### src/rtl/fetch_decode_buffer_if.sv
//==============================================================================
// Module      : fetch_decode_buffer_if
// Description : Fetch/decode handshake and redirect bundle for the instruction
//               queue.
// Revision    : 1.0 - initial release
//==============================================================================
`default_nettype none

interface fetch_decode_buffer_if;
  logic [31:0] fetch_instruction;
  logic [31:0] fetch_pc_plus4;
  logic        fetch_valid;
  logic        fetch_ready;
  logic        flush;
  logic [31:0] decode_instruction;
  logic [31:0] decode_pc_plus4;
  logic        decode_valid;
  logic        decode_ready;
  logic [31:0] jump_address;
  logic        branch_condition;

  modport slave (
    input  fetch_instruction, fetch_pc_plus4, fetch_valid, flush, decode_ready,
    output fetch_ready, decode_instruction, decode_pc_plus4, decode_valid,
           jump_address, branch_condition
  );

  modport master (
    output fetch_instruction, fetch_pc_plus4, fetch_valid, flush, decode_ready,
    input  fetch_ready, decode_instruction, decode_pc_plus4, decode_valid,
           jump_address, branch_condition
  );
endinterface

`default_nettype wire

### src/rtl/fetch_decode_buffer.sv
//==============================================================================
// Module      : fetch_decode_buffer
// Description : Circular instruction queue between fetch and decode with J-type
//               redirect and squash. Optional STALL_COUNTER_EN adds stall_count.
// Revision    : 1.0 - initial release
//==============================================================================
`default_nettype none

module fetch_decode_buffer #(
  parameter int          DEPTH    = 4,
  parameter int          PTR_W    = 2,
  parameter logic [5:0]  J_OPCODE = 6'b000010
) (
  input  wire logic             clock,
  input  wire logic             reset_n,
  fetch_decode_buffer_if.slave  bus
`ifdef STALL_COUNTER_EN
  ,
  output      logic [15:0]      stall_count
`endif
);

  localparam int CNT_W = PTR_W + 1;

  logic [63:0]      r_mem [DEPTH];
  logic [PTR_W-1:0] r_wr_ptr;
  logic [PTR_W-1:0] r_rd_ptr;
  logic [CNT_W-1:0] r_count;
  logic [31:0]      r_jump_address;
  logic             r_branch;

  logic             w_valid;
  logic             w_ready;
  logic             w_push;
  logic             w_pop;
  logic             w_redirect;
  logic             w_squash;
  logic [31:0]      w_head_instr;
  logic [31:0]      w_head_pc;

  assign w_valid      = (r_count != '0);
  assign w_ready      = (r_count != CNT_W'(DEPTH));
  assign w_push       = bus.fetch_valid & w_ready;
  assign w_pop        = w_valid & bus.decode_ready;
  assign w_head_instr = r_mem[r_rd_ptr][63:32];
  assign w_head_pc    = r_mem[r_rd_ptr][31:0];
  // A flush overrides a J pop: the popped jump is on a wrong path itself.
  assign w_redirect   = w_pop & (w_head_instr[31:26] == J_OPCODE) & ~bus.flush;
  assign w_squash     = bus.flush | w_redirect;

  assign bus.fetch_ready        = w_ready;
  assign bus.decode_valid       = w_valid;
  assign bus.decode_instruction = w_valid ? w_head_instr : 32'h0;
  assign bus.decode_pc_plus4    = w_valid ? w_head_pc    : 32'h0;
  assign bus.jump_address       = r_jump_address;
  assign bus.branch_condition   = r_branch;

  always_ff @(posedge clock) begin
    if (w_push) begin
      r_mem[r_wr_ptr] <= {bus.fetch_instruction, bus.fetch_pc_plus4};
    end
  end

  always_ff @(posedge clock or negedge reset_n) begin
    if (!reset_n) begin
      r_wr_ptr       <= '0;
      r_rd_ptr       <= '0;
      r_count        <= '0;
      r_jump_address <= 32'h0;
      r_branch       <= 1'b0;
    end else begin
      r_branch <= w_redirect;
      if (w_redirect) begin
        r_jump_address <= {w_head_pc[31:28], w_head_instr[25:0], 2'b00};
      end
      if (w_squash) begin
        r_wr_ptr <= '0;
        r_rd_ptr <= '0;
        r_count  <= '0;
      end else begin
        if (w_push) begin
          r_wr_ptr <= r_wr_ptr + PTR_W'(1);
        end
        if (w_pop) begin
          r_rd_ptr <= r_rd_ptr + PTR_W'(1);
        end
        if (w_push && !w_pop) begin
          r_count <= r_count + CNT_W'(1);
        end else if (w_pop && !w_push) begin
          r_count <= r_count - CNT_W'(1);
        end
      end
    end
  end

`ifdef STALL_COUNTER_EN
  logic [15:0] r_stall_count;

  always_ff @(posedge clock or negedge reset_n) begin
    if (!reset_n) begin
      r_stall_count <= 16'h0;
    end else if (w_valid && !bus.decode_ready && (r_stall_count != 16'hFFFF)) begin
      r_stall_count <= r_stall_count + 16'd1;
    end
  end

  assign stall_count = r_stall_count;
`endif

endmodule

`default_nettype wire

### src/flat_wrapper.sv
// flat-port wrapper written by rule: the top's interface ports become plain ports
module fetch_decode_buffer_flat 
#(
  parameter int          DEPTH    = 4,
  parameter int          PTR_W    = 2,
  parameter logic [5:0]  J_OPCODE = 6'b000010
)
  (clock, reset_n, bus_fetch_instruction, bus_fetch_pc_plus4, bus_fetch_valid, bus_flush, bus_decode_ready, bus_fetch_ready, bus_decode_instruction, bus_decode_pc_plus4, bus_decode_valid, bus_jump_address, bus_branch_condition);
  fetch_decode_buffer_if bus_i ();
  input  wire logic clock;
  input  wire logic reset_n;
  input wire logic [$bits(bus_i.fetch_instruction)-1:0] bus_fetch_instruction;
  input wire logic [$bits(bus_i.fetch_pc_plus4)-1:0] bus_fetch_pc_plus4;
  input wire logic [$bits(bus_i.fetch_valid)-1:0] bus_fetch_valid;
  input wire logic [$bits(bus_i.flush)-1:0] bus_flush;
  input wire logic [$bits(bus_i.decode_ready)-1:0] bus_decode_ready;
  output wire logic [$bits(bus_i.fetch_ready)-1:0] bus_fetch_ready;
  output wire logic [$bits(bus_i.decode_instruction)-1:0] bus_decode_instruction;
  output wire logic [$bits(bus_i.decode_pc_plus4)-1:0] bus_decode_pc_plus4;
  output wire logic [$bits(bus_i.decode_valid)-1:0] bus_decode_valid;
  output wire logic [$bits(bus_i.jump_address)-1:0] bus_jump_address;
  output wire logic [$bits(bus_i.branch_condition)-1:0] bus_branch_condition;
  assign bus_i.fetch_instruction = bus_fetch_instruction;
  assign bus_i.fetch_pc_plus4 = bus_fetch_pc_plus4;
  assign bus_i.fetch_valid = bus_fetch_valid;
  assign bus_i.flush = bus_flush;
  assign bus_i.decode_ready = bus_decode_ready;
  assign bus_fetch_ready = bus_i.fetch_ready;
  assign bus_decode_instruction = bus_i.decode_instruction;
  assign bus_decode_pc_plus4 = bus_i.decode_pc_plus4;
  assign bus_decode_valid = bus_i.decode_valid;
  assign bus_jump_address = bus_i.jump_address;
  assign bus_branch_condition = bus_i.branch_condition;
  fetch_decode_buffer #(.DEPTH(DEPTH), .PTR_W(PTR_W), .J_OPCODE(J_OPCODE)) u_core (.clock(clock), .reset_n(reset_n), .bus(bus_i));
endmodule
### config.mk
export PLATFORM = sky130hd
export DESIGN_NAME = fetch_decode_buffer_flat
export DESIGN_NICKNAME = d
export VERILOG_FILES = /design/src/rtl/fetch_decode_buffer_if.sv /design/src/rtl/fetch_decode_buffer.sv /design/src/flat_wrapper.sv
export SDC_FILE = /design/constraint.sdc
export NUM_CORES = 1
export LEC_CHECK = 0
export BUFFER_PORTS_ARGS = -buffer_cell sky130_fd_sc_hd__buf_2
export CAP_MARGIN = 40
export CORE_MARGIN = 4
export CORE_UTILIZATION = 43
export DETAILED_ROUTE_END_ITERATION = 10
export RECOVER_POWER = 50
export SLEW_MARGIN = 20
export SYNTH_ARGS = -nofsm -noshare
export SYNTH_HDL_FRONTEND = slang
export SYNTH_SLANG_ARGS = --single-unit
### constraint.sdc
create_clock -name clock -period 3.84 [get_ports clock]
set_input_delay 0.384 -clock clock [delete_from_list [all_inputs] [get_ports clock]]
set_output_delay 0.384 -clock clock [all_outputs]
set_load 0.01 [all_outputs]
# Word-level counts from Yosys, hierarchy flattened
# Memory sizes are Yosys's and may differ from the RTL's.
# Index checks and enable logic that the tools add are counted.
# totals
memories	1
rom_bits	0
output_inout_bits	99
ramBits	256
latchBits	0
elab_cells	37
regBits	38
# memory_table
memory	words	word_bits	read_ports	rd_ports_with_merged_regs	wr	line	text
u_core.r_mem	4	64	1	0	1	fetch_decode_buffer.sv:25	logic [63:0] r_mem [DEPTH];
# op_classes
muxes	11
n_eq_ne	2
add_sub_neg	4
div	0
shift	0
magnitude_cmp	0
multipliers	0
bitwise	6
n_reduce_logical	8
# ops
operator	n
32-bit 2-to-1 mux	2
3-bit 2-to-1 mux	3
2-bit 2-to-1 mux	4
6-bit by 2-bit equality test with 1-bit output, second input constant	1
3-bit nonzero test	2
2-bit by 1-bit adder with 2-bit output, second input constant	2
1-bit AND	4
2-bit nonzero test	2
3-bit by 1-bit adder with 3-bit output, second input constant	1
3-bit inequality test, second input constant	1
3-bit by 1-bit subtractor with 3-bit output, second input constant	1
1-bit logical AND	2
1-bit logical NOT	2
1-bit 2-to-1 mux	2
1-bit NOT	1
1-bit OR	1

# Longest topological paths before layout
# depth
word_depth	7
mapped_depth	9
mapped_depth_nobuf	8

# Least setup slack after synthesis
# No wires, ideal clock.
# synth_timing
path_kind	register to register
startpoint	reg u_core.r_count[0]
endpoint	mem u_core.r_mem[0][0] (enable)
path_stages_with_launch	5
arrival_ns	2.722
t_required_ns	3.411
setup_slack_ns	0.689
setup_time_ns	0.429
path_cell_list	dfrtp_1 clkbuf_1 nor2_1 a21boi_1 and2_1
# synth_via
elab_chain_len	4
# synth_rtl
element	line	text
start: declaration	fetch_decode_buffer.sv:28	logic [CNT_W-1:0] r_count;
start signal: assignment	fetch_decode_buffer.sv:88	r_count <= r_count + CNT_W'(1);
start signal: assignment	fetch_decode_buffer.sv:90	r_count <= r_count - CNT_W'(1);
3-bit inequality test	fetch_decode_buffer.sv:42	assign w_ready = (r_count != CNT_W'(DEPTH));
1-bit AND	fetch_decode_buffer.sv:43	assign w_push = bus.fetch_valid & w_ready;
1-bit 2-to-1 mux	fetch_decode_buffer.sv:59	if (w_push) begin
1-bit 2-to-1 mux (implied by the code)	fetch_decode_buffer.sv:60	r_mem[r_wr_ptr] <= {bus.fetch_instruction, bus.fetch_pc_plus4};
end: declaration	fetch_decode_buffer.sv:25	
# Every way passes these cells.

# Worst setup path after layout
# layout_timing
startpoint	reg u_core.r_rd_ptr[0]
endpoint	out bus_decode_pc_plus4[14]
# layout_via
elab_chain_len	2
# layout_rtl
element	line	text
start: declaration	fetch_decode_buffer.sv:27	logic [PTR_W-1:0] r_rd_ptr;
start signal: assignment	fetch_decode_buffer.sv:85	r_rd_ptr <= r_rd_ptr + PTR_W'(1);
memory 4 x 64 bit	--	
32-bit 2-to-1 mux	fetch_decode_buffer.sv:54	assign bus.decode_pc_plus4 = w_valid ? w_head_pc : 32'h0;
end: declaration	flat_wrapper.sv:19	output wire logic [$bits(bus_i.decode_pc_plus4)-1:0] bus_decode_pc_plus4;
# Every way passes these cells.

==> impl_results.rst <==
.. list-table::
   :header-rows: 1

   * - Metric
     - Value
   * - Initial core utilization
     - a little over two fifths
   * - Flop and latch count out of synthesis
     - 294
   * - Inserted Clock Buffers
     - 31
   * - Via count of the first global-routing pass
     - roughly 6k
   * - Startpoint-to-endpoint class of the critical path
     - reg -> out
   * - Cell-by-cell listing of the critical path
     - buf_4, mux4_2, and2_1, buf_2
   * - Clock Latency Late Sink
     - 0.55 ns
   * - Unrepaired setup endpoints after global routing
     - no
   * - Number of pins with negative max-slew slack in the final report
     - 32
   * - Commonest non-fill, non-tap cells in the layout
     - sky130_fd_sc_hd__edfxtp_1 (256), sky130_fd_sc_hd__clkbuf_1 (105), sky130_fd_sc_hd__buf_2 (68)
   * - Total global-route track usage
     - approximately 15%
   * - Area of the multi-input gates
     - 2660 sq um
   * - Launch instance of the worst register-to-register path
     - u_core.r_count[0]$_DFFE_PN0P_
   * - Average size of a mapped cell
     - ~21 sq um
   * - Share of synthesized area occupied by flip-flops and latches
     - 75.4%
   * - # port buffers
     - 165
   * - DRT Wirelength
     - 22.4 mm
   * - Biggest fanout along the worst timing path
     - 33
   * - Static leakage power
     - 4.83 nW
   * - Remaining antenna violation count after routing
     - 0
   * - Yosys synthesis warning count
     - 0
   * - TritonCTS clock tree
     - built
   * - Share of final-layout standard cells stronger than drive strength 1
     - 29.9%
   * - DP HPWL
     - 13.6 mm
   * - Via count
     - 5,551
   * - Number of sinks on the clock net
     - between 200 and 300
   * - Required time of the critical path
     - 3.46 ns
   * - Path depth of the worst reg2reg path
     - 8
   * - Via-to-Cell Ratio
     - 5.18
   * - Termination of the worst setup path
     - bus_decode_pc_plus4[14]
   * - Yosys top cell by area
     - sky130_fd_sc_hd__edfxtp_1
   * - Final Critical Period
     - ~3.1 ns
   * - Share of the synthesized area in the top cell type
     - 67.1%
   * - Final worst path period share
     - about four fifths
   * - Number of antenna violations at the first check in global routing
     - 2
   * - Launch point of the worst path
     - u_core.r_rd_ptr[0]$_DFFE_PN0P_
   * - Power after layout
     - 9.71 mW
   * - Final std cells w/o fill
     - roughly 1.1k
   * - Class of the tightest hold or removal check
     - in -> reg
   * - Fill cell instance count of the final layout
     - around 2.2k
   * - Synthesis-to-finish area growth
     - 18.5%
   * - Min Hold Slack
     - 0.0937 ns
   * - Buffers plus inverters on the worst setup path
     - 2
   * - Data arrival, critical path
     - 2.76 ns
   * - Width of the chip
     - 171 um
   * - Count of cell instances traversed by the critical path
     - 4
   * - DP Worst Slack
     - 0.947 ns
   * - Number of instances resized during post-cts repair
     - 0
   * - I/O pin total
     - between 150 and 200
   * - DRT Pass-1 Iters
     - 4
   * - Top cell family by delay on the critical path
     - flip-flops
   * - Most common cell after layout, fill and taps aside
     - sky130_fd_sc_hd__edfxtp_1
   * - Final instance area
     - 13,600 sq um
   * - Count of cell types in the netlist
     - 40
   * - CP peak stage delay
     - 0.86 ns
   * - Run status
     - finished, violations left
   * - Summed instance area of the synthesized netlist
     - 11,500 sq um
   * - Critical path's slowest cell
     - sky130_fd_sc_hd__dfrtp_4
   * - Die area
     - 29,300 sq um
   * - Violated checks
     - max-capacitance violations, max-slew violations
   * - Sum of negative setup slack
     - 0 ns
   * - First DRT Iteration DRCs
     - 316
   * - Pin count of the biggest net entering global routing
     - 67
   * - Remaining routing DRC violations
     - 0
   * - Maximum VDD drop
     - 0.000376 V
   * - Critical path endpoint category
     - output port
   * - Most area-consuming cells after synthesis
     - sky130_fd_sc_hd__edfxtp_1 (67%), sky130_fd_sc_hd__mux4_2 (12%), sky130_fd_sc_hd__dfrtp_1 (8.3%), sky130_fd_sc_hd__mux2_4 (3.8%), sky130_fd_sc_hd__and2_1 (3.7%)
   * - Number of hold violations in the final report
     - 0
   * - Per-cell routed wire length
     - 20.9 um
   * - Power density over the cells
     - just over 700 nW/um^2
   * - First-pass GRT wire length
     - 34.3 mm
   * - # placed instances
     - 1,014
   * - # Max-Cap Violations
     - 1
   * - Root Buffer Master
     - sky130_fd_sc_hd__clkbuf_16
   * - CTS HTree Levels
     - 1
   * - Endpoint of the worst register-to-register path
     - u_core.r_count[2]$_DFFE_PN0P_
   * - Count of mapped cells out of synthesis
     - 533
   * - Post-route worst setup slack
     - 0.695 ns
   * - Leftover overflow at the end of global routing
     - 0
   * - Final Skew
     - 0.0185 ns
   * - Placed cell areas
     - 12,700 sq um
   * - Headroom to the max-slew limit
     - -18.8%
   * - Core ar.
     - 26,100 sq um
   * - # nets final
     - 787
   * - Combined flip-flop and latch cell area
     - 8650 sq um
   * - Die height
     - roughly 170 um
   * - FMAX
     - roughly 320 MHz
   * - Worst reg-to-reg setup slack
     - 0.78 ns
   * - Reg clk slew, reported paths
     - 0.06 ns
   * - Final setup vio count
     - 0
   * - Maximum root-to-sink buffer count
     - 3
   * - Cell Rows
     - 59
   * - CP startpoint kind
     - flip-flop
   * - Slew @ Worst Pin
     - 1.78 ns
   * - Final weighted congestion of routability-driven global placement
     - 0.729
   * - Final design utilization
     - 51.9%
final cells by class:
type,instances,area share [%]
diodes,1,0.0184
well taps,335,3.09
multi-input cells,207,19.6
flip-flops and latches,294,63.7
repair buffers,176,6.18
clock buffers,41,6.22
inverters,3,0.0830
clock inverters,15,1.07
worst min-delay path by stage:
stage | start | end | slack [ns] | depth (start not counted)
floorplan | reset_n | u_core.bus.branch_condition$_DFF_PN0_ | 0.09 | 0
global placement | u_core.bus.jump_address[17]$_DFFE_PN0P_ | u_core.bus.jump_address[17]$_DFFE_PN0P_ | 0.49 | 1
detailed placement | reset_n | u_core.bus.jump_address[18]$_DFFE_PN0P_ | 0.26 | 1
CTS | bus_fetch_pc_plus4[25] | u_core.r_mem[1][25]$_DFFE_PP_ | 0.02 | 1
global route | bus_fetch_pc_plus4[11] | u_core.r_mem[0][11]$_DFFE_PP_ | 0.09 | 1
finish | bus_fetch_pc_plus4[25] | u_core.r_mem[0][25]$_DFFE_PP_ | 0.09 | 1
power by group:
part | switching [mW] | internal [mW] | leakage (nW)
Sequential | 0.267 | 3.93 | 2.87
Combinational | 1.36 | 1.28 | 1.48
Clock | 1.15 | 1.73 | 0.485
synthesized netlist by cell type:
master                      count
sky130_fd_sc_hd__buf_6          4
sky130_fd_sc_hd__a211o_1        1
sky130_fd_sc_hd__clkbuf_1      17
sky130_fd_sc_hd__o31ai_1        1
sky130_fd_sc_hd__nor4_2         1
sky130_fd_sc_hd__mux2_2         1
sky130_fd_sc_hd__a21oi_1        1
sky130_fd_sc_hd__buf_4          2
sky130_fd_sc_hd__edfxtp_1     256
sky130_fd_sc_hd__a21boi_1       1
sky130_fd_sc_hd__xnor2_1        4
sky130_fd_sc_hd__nor2b_1        1
sky130_fd_sc_hd__o22ai_1        1
sky130_fd_sc_hd__mux2i_1        1
sky130_fd_sc_hd__xor2_1         2
sky130_fd_sc_hd__ha_1           4
sky130_fd_sc_hd__inv_1          3
sky130_fd_sc_hd__nor3b_1        1
sky130_fd_sc_hd__mux4_2        62
sky130_fd_sc_hd__fa_1           1
sky130_fd_sc_hd__a311oi_1       1
sky130_fd_sc_hd__and2_1        68
sky130_fd_sc_hd__nor2_1         8
sky130_fd_sc_hd__mux4_1         2
sky130_fd_sc_hd__conb_1         1
sky130_fd_sc_hd__nand2b_1       1
sky130_fd_sc_hd__a21o_1         1
sky130_fd_sc_hd__buf_1          1
sky130_fd_sc_hd__nand3b_2       1
sky130_fd_sc_hd__a31oi_1        1
sky130_fd_sc_hd__o21ai_0        2
sky130_fd_sc_hd__or3_1          1
sky130_fd_sc_hd__dfrtp_1       38
sky130_fd_sc_hd__buf_2          6
sky130_fd_sc_hd__nor3_1         2
sky130_fd_sc_hd__nand2_1        2
sky130_fd_sc_hd__mux2_4        29
sky130_fd_sc_hd__nand3_1        1
sky130_fd_sc_hd__nand3b_1       1
sky130_fd_sc_hd__a2111oi_0      1
state kept, by name, summed over array words and instances (netlist names):
name / cells
u_core.bus.branch_condition: 1
u_core.bus.jump_address: 30
u_core.r_count: 3
u_core.r_mem: 256
u_core.r_rd_ptr: 2
u_core.r_wr_ptr: 2
cells by family (layout without fill, tap and decap cells):
group / count (synthesis) / in the layout / synth area share (%)
AO/OA/AOI/OAI: 11 / 11 / 0.667
adder cells (fa/ha/maj): 5 / 5 / 0.612
buffers and inverters: 33 / 235 / 1.47
XOR/XNOR: 6 / 6 / 0.459
AND/OR/NAND/NOR: 88 / 88 / 4.68
multiplexers: 95 / 95 / 16.6
flip-flops: 294 / 294 / 75.4
other: 1 / 3 / 0.0327
metal layers:
metal	GRT usage, %	vias to the layer above	part of all wire [%]
met2	25.6	167	49
li1	-	2488	-
met1	20.6	2852	42
met5	0	-	0.12
met3	3.49	40	6.7
met4	3.48	4	2.1
repair_timing:
| item | in CTS | in global routing |
|---|---|---|
| buffers inserted | 0 | 0 |
| hold endpoints to repair | 37 | 0 |
| hold buffers | 1 | 0 |
(Power assumes the default switching activity.)
